===== config.mk =====
export PLATFORM = sky130hd
export DESIGN_NAME = tty_rx_fifo
export DESIGN_NICKNAME = d
export VERILOG_FILES = /design/src/rtl/tty_rx_fifo.sv
export SDC_FILE = /design/constraint.sdc
export NUM_CORES = 1
export LEC_CHECK = 0
export ABC_AREA = 1
export CAP_MARGIN = 15
export CELL_PAD_IN_SITES_DETAIL_PLACEMENT = 0
export CELL_PAD_IN_SITES_GLOBAL_PLACEMENT = 1
export CORE_MARGIN = 1.5
export CORE_UTILIZATION = 41
export DETAILED_ROUTE_END_ITERATION = 10
export PLACE_DENSITY_LB_ADDON = 0.3
export REMOVE_ABC_BUFFERS = 1
export SYNTH_ARGS = -nofsm -noshare
export SYNTH_HDL_FRONTEND = slang
export SYNTH_SLANG_ARGS = --single-unit

===== constraint.sdc =====
create_clock -name clk -period 3.78 [get_ports clk]
set_input_delay 0.756 -clock clk [delete_from_list [all_inputs] [get_ports clk]]
set_output_delay 0.756 -clock clk [all_outputs]
set_load 0.005 [all_outputs]

===== src/rtl/tty_rx_fifo.sv =====
// Oversampled async serial receiver feeding a small tagged FIFO, read through positive-I/O-bus IOT strobes.
// Words are pushed on the last stop sample; the head is visible combinationally while iot_sel & iot_rd.
module tty_rx_fifo #(
  parameter int DATA_BITS  = 8,
  parameter int OVERSAMPLE = 8,
  parameter int STOP_BITS  = 2,
  parameter int PARITY     = 0,
  parameter int FIFO_DEPTH = 4
) (
  input  logic                 clk,
  input  logic                 rst,
  input  logic                 baud_tick,
  input  logic                 ser_in,
  input  logic                 io_clr,
  input  logic                 iot_sel,
  input  logic                 iot_skp,
  input  logic                 iot_rd,
  input  logic                 iot_clr_flag,
  input  logic                 iot_clr_err,
  input  logic                 iot_rdr_run,
  output logic [DATA_BITS-1:0] data_out,
  output logic [2:0]           err_out,
  output logic                 flag,
  output logic                 skip,
  output logic                 active,
  output logic                 reader_run,
  output logic                 overrun
);
  localparam int CW = $clog2(OVERSAMPLE);
  localparam int AW = $clog2(FIFO_DEPTH);
  localparam int WW = DATA_BITS + 2;
  localparam logic [CW-1:0] HALF_CNT = CW'(OVERSAMPLE / 2 - 1);
  localparam logic [CW-1:0] BIT_CNT  = CW'(OVERSAMPLE - 1);

  localparam logic [2:0] S_IDLE  = 3'd0;
  localparam logic [2:0] S_START = 3'd1;
  localparam logic [2:0] S_DATA  = 3'd2;
  localparam logic [2:0] S_PAR   = 3'd3;
  localparam logic [2:0] S_STOP  = 3'd4;

  logic                 clr;
  logic                 sync1, s_in;
  logic [2:0]           state;
  logic [CW-1:0]        cnt;
  logic [3:0]           nbits;
  logic                 stop_idx;
  logic [DATA_BITS-1:0] shreg;
  logic                 pe_r, fe_r, wait_mark;
  logic                 tick_due, start_ok, push, fe_now;

  logic [WW-1:0]        mem [FIFO_DEPTH];
  logic [AW-1:0]        wr_ptr, rd_ptr;
  logic [AW:0]          count;
  logic                 full, pop, wr_en, ovr_set, rd_gate;
  logic [WW-1:0]        head;

  assign clr      = rst | io_clr;
  assign tick_due = baud_tick & (cnt == '0);
  assign start_ok = (state == S_START) & tick_due & ~s_in;
  assign push     = (state == S_STOP) & tick_due & (stop_idx == 1'(STOP_BITS - 1));
  assign fe_now   = fe_r | ~s_in;

  always_ff @(posedge clk) begin
    if (clr) {sync1, s_in} <= 2'b11;
    else     {sync1, s_in} <= {ser_in, sync1};
  end

  always_ff @(posedge clk) begin
    if (clr) begin
      state     <= S_IDLE;
      cnt       <= '0;
      nbits     <= '0;
      stop_idx  <= 1'b0;
      shreg     <= '0;
      pe_r      <= 1'b0;
      fe_r      <= 1'b0;
      wait_mark <= 1'b0;
    end else if (baud_tick) begin
      case (state)
        S_IDLE: begin
          // After a framing error a held-low (break) line must not look like a new start.
          if (wait_mark) begin
            if (s_in) wait_mark <= 1'b0;
          end else if (!s_in) begin
            cnt      <= HALF_CNT;
            nbits    <= '0;
            stop_idx <= 1'b0;
            pe_r     <= 1'b0;
            fe_r     <= 1'b0;
            state    <= S_START;
          end
        end
        S_START: begin
          if (cnt != '0)   cnt <= cnt - CW'(1);
          else if (s_in)   state <= S_IDLE;
          else begin
            cnt   <= BIT_CNT;
            state <= S_DATA;
          end
        end
        S_DATA: begin
          if (cnt != '0) cnt <= cnt - CW'(1);
          else begin
            shreg <= {s_in, shreg[DATA_BITS-1:1]};
            cnt   <= BIT_CNT;
            nbits <= nbits + 4'd1;
            if (nbits == 4'(DATA_BITS - 1)) state <= (PARITY != 0) ? S_PAR : S_STOP;
          end
        end
        S_PAR: begin
          if (cnt != '0) cnt <= cnt - CW'(1);
          else begin
            pe_r  <= ((^shreg) ^ s_in) != (PARITY == 1);
            cnt   <= BIT_CNT;
            state <= S_STOP;
          end
        end
        S_STOP: begin
          if (cnt != '0) cnt <= cnt - CW'(1);
          else if (push) begin
            wait_mark <= fe_now;
            state     <= S_IDLE;
          end else begin
            fe_r     <= fe_now;
            stop_idx <= 1'b1;
            cnt      <= BIT_CNT;
          end
        end
        default: state <= S_IDLE;
      endcase
    end
  end

  assign full    = (count == (AW+1)'(FIFO_DEPTH));
  assign flag    = (count != '0);
  assign pop     = iot_sel & (iot_rd | iot_clr_flag) & flag;
  assign wr_en   = push & (~full | pop);
  assign ovr_set = push & full & ~pop;

  always_ff @(posedge clk) begin
    if (wr_en) mem[wr_ptr] <= {shreg, fe_now, pe_r};
  end

  always_ff @(posedge clk) begin
    if (clr) begin
      wr_ptr <= '0;
      rd_ptr <= '0;
      count  <= '0;
    end else begin
      if (wr_en) wr_ptr <= wr_ptr + AW'(1);
      if (pop)   rd_ptr <= rd_ptr + AW'(1);
      count <= count + (AW+1)'(wr_en) - (AW+1)'(pop);
    end
  end

  always_ff @(posedge clk) begin
    if (clr)                        overrun <= 1'b0;
    else if (ovr_set)               overrun <= 1'b1;
    else if (iot_sel & iot_clr_err) overrun <= 1'b0;
  end

  always_ff @(posedge clk) begin
    if (clr)                        reader_run <= 1'b0;
    else if (iot_sel & iot_rdr_run) reader_run <= 1'b1;
    else if (start_ok)              reader_run <= 1'b0;
  end

  assign head     = mem[rd_ptr];
  assign rd_gate  = iot_sel & iot_rd;
  assign data_out = (rd_gate & flag) ? head[WW-1:2] : '0;
  assign err_out  = rd_gate ? {head[1] & flag, head[0] & flag, overrun} : 3'b000;
  assign skip     = iot_sel & iot_skp & flag;
  assign active   = (state != S_IDLE);
endmodule


== Word level (Yosys, flattened, before mapping) ==
Memories as Yosys holds them, arrays and structs flattened. A register that Yosys moved wholly into a read port is not among the register bits.
Cells that the tools add are included.
Storage, ports and cells
  register bits after elaboration: 33
  bits in writable memories: 40
  input bits: 11
  output and inout port bits: 16
  word-level logic and storage cells: 133
  memories kept: 1
Operators by class
  $add $sub $neg: 6
  eq/ne operators: 17
  multiplexer cells: 47
  bitwise gates (word level): 27
  reductions and logical operators: 20
Memory list
  mem: depth 4, bits a word 10, rd ports 1, clocked after memory_dff 1, wr ports 1, line 51  | logic [WW-1:0] mem [FIFO_DEPTH];
Operators by type and width (number)
  $mux 3: 16
  $and 1x1->1: 18
  $ne 2x2->1 const B: 9
  $mux 1: 17
  $pmux 3 s5: 1
  $mux 4: 3
  $pmux 3 s4: 1
  $reduce_and 6->1: 2
  $reduce_and 5->1: 2
  $reduce_bool 2->1: 5
  $reduce_and 9->1: 1
  $reduce_bool 3->1: 3
  $mux 8: 1
  $pmux 1 s2: 4
  $pmux 4 s2: 1
  $reduce_xor 8->1: 1
  $eq 3x2->1 const B: 2
  $eq 3x3->1 const B: 2
  $logic_not 3->1: 2
  $mux 2: 3
  $ne 3x2->1 const B: 2
  $add 2x1->2 const B: 2
  $add 4x1->4 const B: 1
  $eq 4x3->1 const B: 1
  11 further kinds: 17

== Longest topological paths before layout ==
Gate-level depths: netlist of run 1.
  word-level depth: 7
  depth in mapped cells: 14
  depth with buffers taken out: 14

== Worst setup path after synthesis of run 1 ==
Ideal clock, no wire load.
  path type: input-to-reg
  from: input baud_tick
  to: register count[2]
  setup time: 0.070 ns
  data arrival time: 2.348 ns
  data required time: 3.710 ns
  setup slack: 1.362 ns
  stages on the path: 12
  buffers on the path: 0
  path through: inv_1 nor2_2 nand2_1 nor2_4 o21ai_4 ha_1 inv_1 ha_1 fa_1 inv_1 o21ai_0 a21oi_1
Between the ends
  cells in the longest elaborated chain, start to end: 6
Ends and longest elaborated chain
  start, declared: line 12  | input logic baud_tick,
  $and 1x1->1: line 58  | assign tick_due = baud_tick & (cnt == '0);
  $and 1x1->1 (2 in a row): line 60  | assign push = (state == S_STOP) & tick_due & (stop_idx == 1'(STOP_BITS - 1));
  $and 1x1->1: line 137  | assign wr_en = push & (~full | pop);
  $add 3x1->3: line 152  | count <= count + (AW+1)'(wr_en) - (AW+1)'(pop);
  $sub 3x1->3: line 152
  end signal, assigned: line 152
  end, declared: line 53  | logic [AW:0] count;
No other way between the ends.
A chain may end at the register's enable or synchronous reset.

== Worst setup path in the final report of run 1 ==
  from: input iot_sel
  to: output data_out[2]
Between the ends
  cells in the longest elaborated chain, start to end: 3
Ends and longest elaborated chain
  start, declared: line 15  | input logic iot_sel,
  $and 1x1->1: line 169  | assign rd_gate = iot_sel & iot_rd;
  $and 1x1->1: line 170  | assign data_out = (rd_gate & flag) ? head[WW-1:2] : '0;
  $mux 8: line 170
  end, declared: line 21  | output logic [DATA_BITS-1:0] data_out,
No other way between the ends.

==> results of run 1 <==
routing by layer:
metal / GRT usage / up-vias / wire [um]
li1: - / 1356 / -
met1: 0.197 / 1185 / 3050
met2: 0.281 / 37 / 3210
met3: 0.0327 / 9 / 195
met4: 0.0759 / 0 / 106
met5: 0 / - / 0
flip-flops by register name, summed over array words and instances (netlist names), named ones only:
name / cells
s_in: 1
pe_r: 1
nbits: 4
cnt: 3
stop_idx: 1
fe_r: 1
reader_run: 1
wait_mark: 1
overrun: 1
shreg: 8
rd_ptr: 2
count: 3
mem: 40
state: 3
sync1: 1
wr_ptr: 2
cell usage after synthesis (2+ instances only):
| cell | n |
|---|---|
| sky130_fd_sc_hd__or2_1 | 2 |
| sky130_fd_sc_hd__nand3b_1 | 2 |
| sky130_fd_sc_hd__clkinv_1 | 2 |
| sky130_fd_sc_hd__nand3_1 | 15 |
| sky130_fd_sc_hd__inv_1 | 34 |
| sky130_fd_sc_hd__nand3_2 | 3 |
| sky130_fd_sc_hd__nor2_4 | 3 |
| sky130_fd_sc_hd__edfxtp_1 | 40 |
| sky130_fd_sc_hd__nand2_1 | 52 |
| sky130_fd_sc_hd__xor2_1 | 4 |
| sky130_fd_sc_hd__ha_1 | 9 |
| sky130_fd_sc_hd__dfxtp_1 | 35 |
| sky130_fd_sc_hd__a21oi_1 | 36 |
| sky130_fd_sc_hd__nand2_2 | 7 |
| sky130_fd_sc_hd__nor2_1 | 69 |
| sky130_fd_sc_hd__a21oi_2 | 3 |
| sky130_fd_sc_hd__nor2_2 | 4 |
| sky130_fd_sc_hd__nor3_1 | 2 |
| sky130_fd_sc_hd__clkbuf_1 | 7 |
| sky130_fd_sc_hd__inv_2 | 9 |
| sky130_fd_sc_hd__o21ai_1 | 14 |
| sky130_fd_sc_hd__o21ai_0 | 26 |
| sky130_fd_sc_hd__xnor2_1 | 3 |
cells by family after synthesis:
logic type / count (synthesis) / synth area share
adder cells (fa/ha/maj): 10 / 0.0381
AO/OA/AOI/OAI: 82 / 0.126
AND/OR/NAND/NOR: 162 / 0.210
XOR/XNOR: 7 / 0.0176
flip-flops: 75 / 0.546
buffers and inverters: 55 / 0.0628
critical path: cells and delay by family:
kind                   cells  cell delay [ns]
AOI/OAI and AO/OA          1             0.31
and+or+nand+nor            1             0.43
buffers and inverters      2             1.07
final timing paths:
kind / end / start / cells past startpoint / slack (ns)
worst max-delay path: data_out[2] / iot_sel / 4 / 0.46
worst min-delay path: s_in$_SDFF_PP1_ / sync1$_SDFF_PP1_ / 1 / 0.41
worst max register to register: count[2]$_SDFF_PP0_ / cnt[0]$_SDFFE_PP0P_ / 14 / 1.32
worst min register to register: s_in$_SDFF_PP1_ / sync1$_SDFF_PP1_ / 1 / 0.41
per-stage QoR:
step            util  cells  total power [mW]  hold slack, ns
4_1_cts        0.499    535              1.58           0.418
3_3_place_gp   0.472    519             0.904           0.390
5_1_grt        0.499    535              1.61           0.455
3_5_place_dp   0.472    519             0.904           0.399
6_report       0.499    535              1.56           0.411
2_1_floorplan      -    381             0.886           0.386
final cells by class:
class,instances,area (sq um)
inverter,45,169
sequential,75,1900
clock inverter,7,98.8
clock buffer,9,124
multi-input combinational,261,1360
timing repair buffer,33,313
fill,779,4120
tap,105,131
power breakdown:
part	switching [mW]	internal [mW]	total [mW]
clock network	0.303	0.376	0.679
logic	0.0176	0.0164	0.0340
registers	0.00128	0.850	0.851
==> impl_summary.txt, run 1 <==
----------------------------------------------------
[Finish]
  Post-layout instance area ... about 4100 sq um
  Leading cell type in the layout, fill and taps excluded ... sky130_fd_sc_hd__nor2_1
  Commonest non-fill, non-tap cells in the layout ... sky130_fd_sc_hd__nor2_1 (69), sky130_fd_sc_hd__nand2_1 (52), sky130_fd_sc_hd__edfxtp_1 (40)
  Antenna Cells ... 0
  Fraction of final layout cells sized beyond drive strength 1 ... 0.126
  P&R area growth vs syn ... 17.7%
  Final net count ... 446

[Synthesis]
  Post-synthesis cell count ... ~390
  Average footprint of a synthesized cell ... 8.91 sq um
  Area leader, netlist ... sky130_fd_sc_hd__edfxtp_1
  Share of flip-flops with an asynchronous set or reset after synthesis ... 0
  Top cells by area, synth ... sky130_fd_sc_hd__edfxtp_1 (34%), sky130_fd_sc_hd__dfxtp_1 (20%), sky130_fd_sc_hd__nor2_1 (7.4%)
  Number of enable flip-flop cells after synthesis ... 40
  Number of distinct library cells after synthesis ... 33
  Post-Syn Area ... approximately 3500 sq um
  Leading register cell type out of synthesis ... sky130_fd_sc_hd__edfxtp_1
  Share of the synthesized area in the top cell type ... 0.345
  Seq/Total Area, Yosys ... 0.546
  Count of yosys warnings during synthesis ... 0
  Flop and latch count out of synthesis ... 75

[Timing]
  Unrepaired setup endpoints after global routing ... false
  Hold Violations, Final ... 0
  Total setup violations reported at the end of the flow ... 0
  Worst Setup Slack, final ... roughly 0.46 ns
  Tightest Pin Transition ... 0.592 ns
  Fin Clk Skew ... 0.00767 ns
  Time the final worst path needs with I/O delays and setup ... 3.32 ns
  F_max ... 301 MHz
  Fin. max-slew vios ... 0
  Normalized max-slew margin ... 0.605
  Period utilisation layout ... 0.878
  Summed negative setup slack over all endpoints ... 0 ns

[Setup path]
  Critical path arrival ... roughly 2.6 ns
  Data required time of the worst path ... between 3 and 4 ns
  Critical path launch point type ... input port
  Crit path max fanout ... 10
  Crit-path cells ... clkdlybuf4s50_1 -> nand3_1 -> a21oi_1 -> clkdlybuf4s50_1
  Most frequent cell on the critical path ... sky130_fd_sc_hd__clkdlybuf4s50_1
  Nature of the critical path endpoint ... primary output
  Library cell contributing the largest single delay on the critical path ... sky130_fd_sc_hd__clkdlybuf4s50_1
  Critical Path Max Stage Delay ... 0.54 ns
  Kind of critical path ... input port to primary output

[Detailed routing]
  Post-route ant nets ... 0
  Total wirelength of the detailed-routed design ... 6560 um
  Residual DRC count ... 0
  Count of routing violations after the opening detailed-route iteration ... around 140
  Vias ... 2587
  Via density per instance ... 4.84
  TritonRoute pass-1 iters ... 4
  Per-cell routed wire length ... 12.3 um

[Floorplanning]
  Starting density of the core ... 0.424
  Vertical die dimension ... 95.2 um
  Placement row count ... 33
  Ports placed on the boundary ... 27
  Area of the core ... 8220 sq um
  Horizontal die dimension ... 95.2 um
  Total Die Area ... 9060 sq um

[Placement]
  Global placement routability congestion ... 0.831
  Standard cell area after detailed placement ... 3880 sq um
  Pre-CTS setup slack ... 0.437 ns
  I/O Buffers ... 26
  Final HPWL DP ... 4470 um

[Pwr]
  Static Leak ... 1.59 nW
  Total power divided by cell area ... roughly 380 nW/um^2
  Worst voltage drop across the vdd grid ... approximately 0.23 mV

[Outcome]
  Run status ... complete, no violations

[CTS]
  Setup fix buffers added after clock tree synthesis ... 0
  CTS tree ... yes
  TritonCTS buffer count ... 9
  CTS sink cnt ... 75
  Clock-pin slew reported for the worst setup and hold paths after clock tree synthesis ... 0.08 ns
  Clk Latency, worst-skew pair ... 0.34 ns
  Clock tree buffer depth ... 2
  H-tree depth ... 3
  Hold buffer count at CTS ... 0
  Clock root buffer ... sky130_fd_sc_hd__clkbuf_8
  Post-CTS sizing ... 0

[GRT]
  Total Routing Usage GR ... 0.164
  Vias in the first global route ... 2416
  Initial antenna violation count ... 0
  Overflow left after global routing ... 0
  Wire length of the first global-routing pass ... about 11000 um
  Maximum number of pins on one net before global-route repair ... 21

[Hold path]
  HP Class ... flip-flop to flip-flop

[Flow run]
  Reported max-cap violation count ... 0

----------------------------------------------------
Power figures use the tool's default switching activity.
==> run 2: changes to the inputs <==
--- a/config.mk
+++ b/config.mk
@@ -11,6 +11,7 @@
 export CELL_PAD_IN_SITES_GLOBAL_PLACEMENT = 1
 export CORE_MARGIN = 1.5
 export CORE_UTILIZATION = 41
+export CTS_BUF_LIST = sky130_fd_sc_hd__clkbuf_8
 export DETAILED_ROUTE_END_ITERATION = 10
 export PLACE_DENSITY_LB_ADDON = 0.3
 export REMOVE_ABC_BUFFERS = 1
==> results of run 2 <==
Same layout as run 1: the final DEF is identical, and so are final timing and power.
